`src/rtl/serial_sub.sv`:
```
// rtl/serial_sub.sv - bit-serial LSB-first subtractor with valid/ready word handshakes
// Optional signed-overflow output V is enabled by defining SERIAL_SUB_OVF_EN.
module serial_sub #(
    parameter int WIDTH = 8
) (
    input  logic             C,
    input  logic             RN,
    input  logic [WIDTH-1:0] A,
    input  logic [WIDTH-1:0] B,
    input  logic             AV,
    output logic             AR,
    output logic [WIDTH-1:0] D,
    output logic             BO,
    output logic             DV,
    input  logic             DR
`ifdef SERIAL_SUB_OVF_EN
    ,
    output logic             V
`endif
);

    localparam int CW = (WIDTH > 1) ? $clog2(WIDTH) : 1;

    typedef enum logic [1:0] {
        IDLE = 2'd0,
        RUN  = 2'd1,
        DONE = 2'd2
    } state_t;

    state_t          state;
    state_t          state_nx;
    logic [WIDTH-1:0] a_sh;
    logic [WIDTH-1:0] b_sh;
    logic [CW-1:0]   cnt;
    logic            bor;
    logic            d_bit;
    logic            bor_nx;
    logic            last_bit;

    // Single full-subtractor cell operating on the current LSBs
    assign d_bit    = a_sh[0] ^ b_sh[0] ^ bor;
    assign bor_nx   = (~a_sh[0] & b_sh[0]) | (~a_sh[0] & bor) | (b_sh[0] & bor);
    assign last_bit = (cnt == CW'(WIDTH - 1));

    assign AR = (state == IDLE);
    assign DV = (state == DONE);

    always_ff @(posedge C or negedge RN) begin
        if (!RN) begin
            state <= IDLE;
        end else begin
            state <= state_nx;
        end
    end

    always_comb begin
        state_nx = state;
        case (state)
            IDLE:    if (AV) state_nx = RUN;
            RUN:     if (last_bit) state_nx = DONE;
            DONE:    if (DR) state_nx = IDLE;
            default: state_nx = IDLE;
        endcase
    end

    always_ff @(posedge C or negedge RN) begin
        if (!RN) begin
            a_sh <= '0;
            b_sh <= '0;
            cnt  <= '0;
            bor  <= 1'b0;
            D    <= '0;
            BO   <= 1'b0;
`ifdef SERIAL_SUB_OVF_EN
            V    <= 1'b0;
`endif
        end else begin
            case (state)
                IDLE: begin
                    if (AV) begin
                        a_sh <= A;
                        b_sh <= B;
                        cnt  <= '0;
                        bor  <= 1'b0;
                    end
                end
                RUN: begin
                    a_sh <= a_sh >> 1;
                    b_sh <= b_sh >> 1;
                    D    <= {d_bit, D[WIDTH-1:1]};
                    bor  <= bor_nx;
                    if (last_bit) begin
                        BO <= bor_nx;
`ifdef SERIAL_SUB_OVF_EN
                        // On the last bit the LSBs are the operand sign bits
                        V  <= (a_sh[0] != b_sh[0]) & (d_bit != a_sh[0]);
`endif
                    end else begin
                        cnt <= cnt + CW'(1);
                    end
                end
                default: ;
            endcase
        end
    end

endmodule
```
`config.mk`:
```
export PLATFORM = sky130hd
export DESIGN_NAME = serial_sub
export DESIGN_NICKNAME = d
export VERILOG_FILES = /design/src/rtl/serial_sub.sv
export SDC_FILE = /design/constraint.sdc
export NUM_CORES = 1
export LEC_CHECK = 0
export ABC_AREA = 0
export ABC_CLOCK_PERIOD_IN_PS = 2100
export CORE_ASPECT_RATIO = 1.1
export CORE_UTILIZATION = 51
export CTS_CLUSTER_DIAMETER = 200
export DETAILED_ROUTE_END_ITERATION = 10
export GPL_TIMING_DRIVEN = 0
export PLACE_DENSITY = 0.79
export SYNTH_ARGS = -nofsm -noshare
export SYNTH_HDL_FRONTEND = slang
export SYNTH_SLANG_ARGS = --single-unit
export TNS_END_PERCENT = 50
```
`constraint.sdc`:
```
create_clock -name C -period 2.1 [get_ports C]
set_clock_uncertainty 0.1 [all_clocks]
set_input_delay 0.21 -clock C [delete_from_list [all_inputs] [get_ports C]]
set_output_delay 0.21 -clock C [all_outputs]
set_load 0.02 [all_outputs]
```
==> summary.md, run 1 <==
| Metric | Value |
|---|---|
| Status | `complete, no violations` |
| Leakage power | `~0.86 nW` |
| Yosys synthesis warning count | `0` |
| Worst Path Arrival | `~1.6 ns` |
| I/O Buffers | `30` |
| I/O pins | `31` |
| Dominant synthesized flop cell | `dfrtp_1` |
| Largest delay share family, worst path | `buffers and inverters` |
| Synthesized flop and latch total | `31` |
| Syn_area_per_cell | `~12 um^2` |
| RSZ-0062 raised after global routing | `no` |
| Drt wl/cell | `around 15 um` |
| Final #Nets | `around 190` |
| GRT overflow | `0` |
| CTS Buf Count | `5` |
| Least-Margin Pin Slew | `approximately 0.67 ns` |
| Antenna cells | `0` |
| Starting density of the core | `roughly 55%` |
| Crit path time final | `about 1.9 ns` |
| Global-route wire length before repair | `a little over 5000 um` |
| Clock Sinks | `31` |
| R2r setup slk | `about 0.49 ns` |
| Hold slack final | `between 0.3 and 0.4 ns` |
| Routability cong. | `a little under 0.8` |
| VDD IR max | `roughly 0.00084 V` |
| CTS tree | `done` |
| Slowest CP cell | `dfrtp_1` |
| Worst-path maximum fanout | `10` |
| Die ar. | `roughly 3300 um^2` |
| Worst Setup Start Kind | `register` |
| Post-DRT Antenna Nets | `0` |
| FMAX | `514 MHz` |
| H-tree levels | `2` |
| Residual DRC count | `0` |
| Largest net degree at the start of global routing | `32` |
| Area delta synth->final | `25.6%` |
| Hold crit path type | `input port to asynchronous set/reset pin` |
| Floorplan Core Area | `about 2900 um^2` |
| Post-synthesis instance total | `130` |
| Largest area contributor in the netlist | `dfrtp_1` |
| Fin crit share | `roughly 93%` |
| Row cnt | `20` |
| CP Data Required Time | `~1.8 ns` |
| TNS Setup | `0 ns` |
| Most frequent cells in the layout | `dfrtp_1 (31), clkdlybuf4s50_1 (27), inv_1 (14)` |
| Die span in y | `about 60 um` |
| Final slew viol count | `0` |
| Top post-synthesis cells by area | `dfrtp_1 (50%), nor4b_1 (4.5%), nor3b_1 (4.3%)` |
| Starting DRT DRC Count | `21` |
| Worst path max stage delay | `0.42 ns` |
| Cells along the critical path | `buf_6, buf_2, nor2_1, dlygate4sd2_1` |
| # setup viols final | `0` |
| Element type at the critical path end | `output port` |
| Number of global-route vias before repair | `1,171` |
| Total power divided by cell area | `~1400 nW/um^2` |
| FILL cells | `229` |
| Post-synth EDFFs | `0` |
| CTS max path bufs | `2` |
| Post-Syn Nets | `roughly 150` |
| Reg clk slew, reported paths | `0.11 ns` |
| Total global-route track usage | `approximately 22%` |
| Reg2Reg Depth | `4` |
| Reg2reg end | `cnt[1]` |
| Final hold vios | `0` |
| Via density | `~5.8` |
| Post-synth cell types | `32` |
| Reg-to-Reg Start | `cnt[0]` |
| Register area share after synthesis | `roughly half` |
| Maxcap violations | `0` |
| Design Power | `2.75 mW` |
| Worst skew pair latency | `about 0.33 ns` |
| DR vias | `approximately 1,200` |
| Layout cells sized above 1 | `20.2%` |
| Most common cell after layout, fill and taps aside | `dfrtp_1` |
| Relative slew slack | `between 50% and 60%` |
| Die W | `between 50 and 60 um` |
| Mapped cell area | `~1600 um^2` |
| DRT Pass-1 Iters | `4` |
| Design area | `slightly below 2000 um^2` |
| Path type of the worst setup path | `register to output port` |
| Initial antenna violation count | `0` |
| Top-area cell type share of the netlist area | `roughly half` |
| Cell area after placement | `around 1900 um^2` |
| Root Buffer | `clkbuf_4` |
| Post-synth ARST share | `100%` |
| Buf/Inv on CP | `3` |
| Detailed Route WL | `3040 um` |
| HPWL after DPL | `approximately 2200 um` |
-- power by group --
group          switching, mW  total, mW  internal (mW)
clock                  0.200      0.355          0.155
combinational          0.622       1.34          0.717
sequential             0.174       1.06          0.882
-- synth_stat cells (3+ instances only) --
cell type	count
nand3_1	3
buf_2	4
o221ai_1	3
a211oi_1	8
inv_1	14
mux2_2	5
nor3b_1	9
buf_6	4
dfrtp_1	31
or4b_1	6
o221a_2	6
nand2b_1	5
nor4b_1	8
-- registers in the layout, summed over array words and instances, names as in the netlist --
register / flops
D: 8
a_sh: 8
b_sh: 8
cnt: 3
state: 2
BO: 1
bor: 1
-- per-stage QoR --
stage | utilization [%] | worst slack, ns | instances
final | 68.9 | 0.155 | 201
after global routing | 68.9 | 0.0400 | 201
after CTS | 68.7 | 0.134 | 200
after detailed placement | 66.8 | 0.193 | 193
after global placement | 66.8 | 0.212 | 193
after floorplan | - | 0.663 | 130
-- cell families after synthesis --
| kind of cell | Yosys count | share of synthesized area (%) |
|---|---|---|
| mux | 9 | 6.87 |
| flops | 31 | 49.6 |
| compound gates | 24 | 14.1 |
| simple gates | 37 | 17.6 |
| fa+ha+maj | 3 | 2.88 |
| buf+inv | 26 | 8.95 |
-- how the worst max path moves through the flow --
stage	start	cells past startpoint	end	slack (ns)
floorplan	cnt[0]	4	BO	0.66
global placement	RN	1	b_sh[2]	0.21
detailed placement	RN	1	b_sh[2]	0.19
CTS	state[1]	4	AR	0.13
global route	state[1]	4	AR	0.04
finish	state[1]	4	AR	0.15
-- worst reg2reg max path, stage by stage, from the launching register on --
cell,delay [ns]
dfrtp_1,0.43
ha_1,0.22
ha_1,0.25
or2_2,0.32
o221ai_1,0.19
-- layer usage --
metal | up-vias | track usage [%] | part of all wire [%]
met1 | 571 | 25.9 | 44
met2 | 33 | 37.5 | 50
met3 | 7 | 4.58 | 4.6
li1 | 551 | - | -
met5 | - | 0 | 0
met4 | 0 | 7.33 | 1.2
-- final cells by class --
type	count	area [um^2]	share of cell area [%]
clock inverter	1	5.00	0.255
sequential	31	776	39.5
tap	33	41.3	2.10
timing repair buffer	31	303	15.4
inverter	14	52.6	2.67
clock buffer	6	51.3	2.61
multi-input combinational	73	649	33.0
buffer	12	87.6	4.46
-- what timing repair did --
action                                  CTS  global route
endpoints found under the hold margin     0            31
gates resized for setup                   2             0
hold buffers                              0             1
endpoints found under the setup margin    2             0
buffers inserted                          0             0
Power figures use the tool's default switching activity.
==> run 2, diff against run 1 <==
--- a/config.mk
+++ b/config.mk
@@ -13,6 +13,7 @@
 export DETAILED_ROUTE_END_ITERATION = 10
 export GPL_TIMING_DRIVEN = 0
 export PLACE_DENSITY = 0.79
+export RECOVER_POWER = 25
 export SYNTH_ARGS = -nofsm -noshare
 export SYNTH_HDL_FRONTEND = slang
 export SYNTH_SLANG_ARGS = --single-unit
==> run 2 against run 1 <==
  * Flip-flop and latch count unchanged
  * Die area unchanged
  * Clock power is essentially flat
  * Cell count is the same
  * Largest cell class unchanged
  * Critical endpoint unchanged
  * Critical path depth is the same
  * Worst hold slack better by 0.027 ns
  * Setup slack about the same
  * Critical path type unchanged
  * Sequential share of layout area unchanged
  * Final area unchanged
  * Routed wire length hardly changed
==> summary.md, run 2 (same netlist as run 1, synthesis figures left out) <==
| Metric | Value |
|---|---|
| Status | `complete, no violations (unchanged)` |
| Cells along the critical path | `buf_6, buf_2, nor2_1, dlygate4sd2_1 (unchanged)` |
| CTS max path bufs | `2 (unchanged)` |
| RSZ-0062 raised after global routing | `no (unchanged)` |
| Layout cells sized above 1 | `20.2% (unchanged)` |
| Starting DRT DRC Count | `21 (unchanged)` |
| Global-route wire length before repair | `5040 um (unchanged)` |
| Final hold vios | `0 (unchanged)` |
| Global routing usage on met3 | `4.58% (unchanged)` |
| HPWL after DPL | `2220 um (unchanged)` |
| I/O Buffers | `30 (unchanged)` |
| Worst path max stage delay | `0.42 ns (about the same)` |
| Hold crit path type | `input port to asynchronous set/reset pin (unchanged)` |
| Reg clk slew, reported paths | `0.11 ns (about the same)` |
| Post-CTS Setup Bufs | `0 (unchanged)` |
| Worst skew pair latency | `0.33 ns (about the same)` |
| GR peak layer | `met2 (unchanged)` |
| Final Util | `68.9% (unchanged)` |
| Met1 usage | `25.9% (unchanged)` |
| VDD IR max | `0.000842 V (about the same)` |
| Number of global-route vias before repair | `1,171 (unchanged)` |
| Maxcap violations | `0 (unchanged)` |
| CTS Buf Count | `5 (unchanged)` |
| Floorplan Core Area | `2850 um^2 (unchanged)` |
| Path type of the worst setup path | `register to output port (unchanged)` |
| # setup viols final | `0 (unchanged)` |
| Residual DRC count | `0 (unchanged)` |
| Routability cong. | `0.777 (unchanged)` |
| TNS Setup | `0 ns (unchanged)` |
| Clock Sinks | `31 (unchanged)` |
| Antenna cells | `0 (unchanged)` |
| Crit path time final | `1.95 ns (about the same)` |
| Grt met2 use | `37.5% (unchanged)` |
| Worst Setup Start Kind | `register (unchanged)` |
| Largest registers | `D (8), a_sh (8), b_sh (8) (unchanged)` |
| Leakage power | `0.860 nW (about the same)` |
| Die span in y | `60.1 um (unchanged)` |
| Most frequent cells in the layout | `dfrtp_1 (31), clkdlybuf4s50_1 (27), inv_1 (14) (unchanged)` |
| Final slew viol count | `0 (unchanged)` |
| Total power divided by cell area | `1400 nW/um^2 (about the same)` |
| Initial antenna violation count | `0 (unchanged)` |
| Area delta synth->final | `25.6% (unchanged)` |
| DRT Pass-1 Iters | `4 (unchanged)` |
| CTS tree | `done (unchanged)` |
| Post-DRT Antenna Nets | `0 (unchanged)` |
| CP Data Required Time | `1.79 ns (about the same)` |
| FMAX | `514 MHz (about the same)` |
| Largest net degree at the start of global routing | `32 (unchanged)` |
| Relative slew slack | `50.4% (was 55.5%)` |
| Die W | `54.8 um (unchanged)` |
| I/O pins | `31 (unchanged)` |
| Fin crit share | `92.6% (about the same)` |
| Element type at the critical path end | `output port (unchanged)` |
| Die ar. | `3290 um^2 (unchanged)` |
| Most common cell after layout, fill and taps aside | `dfrtp_1 (unchanged)` |
| Worst-path maximum fanout | `10 (unchanged)` |
| Least-Margin Pin Slew | `0.743 ns (was 0.668 ns)` |
| Reg2Reg Depth | `4 (unchanged)` |
| Slowest CP cell | `dfrtp_1 (unchanged)` |
| Root Buffer | `clkbuf_4 (unchanged)` |
| DR vias | `1,161 (was 1,162)` |
| Final #Nets | `191 (unchanged)` |
| Starting density of the core | `54.9% (unchanged)` |
| Detailed Route WL | `3040 um (about the same)` |
| H-tree levels | `2 (unchanged)` |
| GRT overflow | `0 (unchanged)` |
| Via density | `5.78 (about the same)` |
| Drt wl/cell | `15.1 um (about the same)` |
| Total global-route track usage | `21.7% (unchanged)` |
| Row cnt | `20 (unchanged)` |
| Worst Path Arrival | `1.64 ns (about the same)` |
## run 2: final timing paths
path	startpoint	end	slack (ns)
worst min-delay path	RN	a_sh[5]	0.36
worst max-delay path	state[1]	AR	0.15
max in group asynchronous	RN	b_sh[4]	1.04
min in group C	DR	state[1]	0.39
worst min register to register	BO	BO	0.41
worst max register to register	cnt[0]	cnt[1]	0.49
## run 2: area by class of cell
class	count	area (um^2)
Clock buffer	6	51.3
Sequential cell	31	776
Clock inverter	1	5.00
Inverter	14	52.6
Fill cell	229	887
Buffer	12	87.6
Timing Repair Buffer	31	303
Multi-Input combinational cell	73	649
Tap cell	33	41.3
## run 2: per-stage QoR
stage / hold WS, ns / instance area (um^2) / cells / setup WS, ns / total power [mW]
2_1_floorplan: -0.186 / 1570 / 130 / 0.663 / 1.98
3_3_place_gp: 0.376 / 1910 / 193 / 0.212 / 2.35
3_5_place_dp: 0.389 / 1910 / 193 / 0.193 / 2.43
4_1_cts: 0.368 / 1960 / 200 / 0.134 / 2.77
5_1_grt: 0.392 / 1970 / 201 / 0.0400 / 2.95
6_report: 0.359 / 1970 / 201 / 0.155 / 2.75
## run 2: worst max-delay path: cells and delay by family, from the launching register on
family,cells,cell delay (ns)
buffers and inverters,3,0.68
DFF,1,0.42
and+or+nand+nor,1,0.21
## run 2: what timing repair did
item / CTS / global route
endpoints found under the setup margin: 2 / 0
hold buffers: 0 / 1
resized for setup: 2 / 0
endpoints found under the hold margin: 0 / 31
## run 2: power breakdown
group / switching [mW] / internal (mW) / total [mW]
sequential: 0.174 / 0.882 / 1.06
clock: 0.200 / 0.155 / 0.355
combinational: 0.622 / 0.717 / 1.34
total: 0.996 / 1.75 / 2.75
## run 2: layer usage
layer  vias to the layer above  routed length (um)  part of all wire [%]
met2                        33                1510                    50
met1                       570                1350                    44
met4                         0                  38                   1.2
met5                         -                   0                     0
li1                        551                   -                     -
met3                         7                 140                   4.6
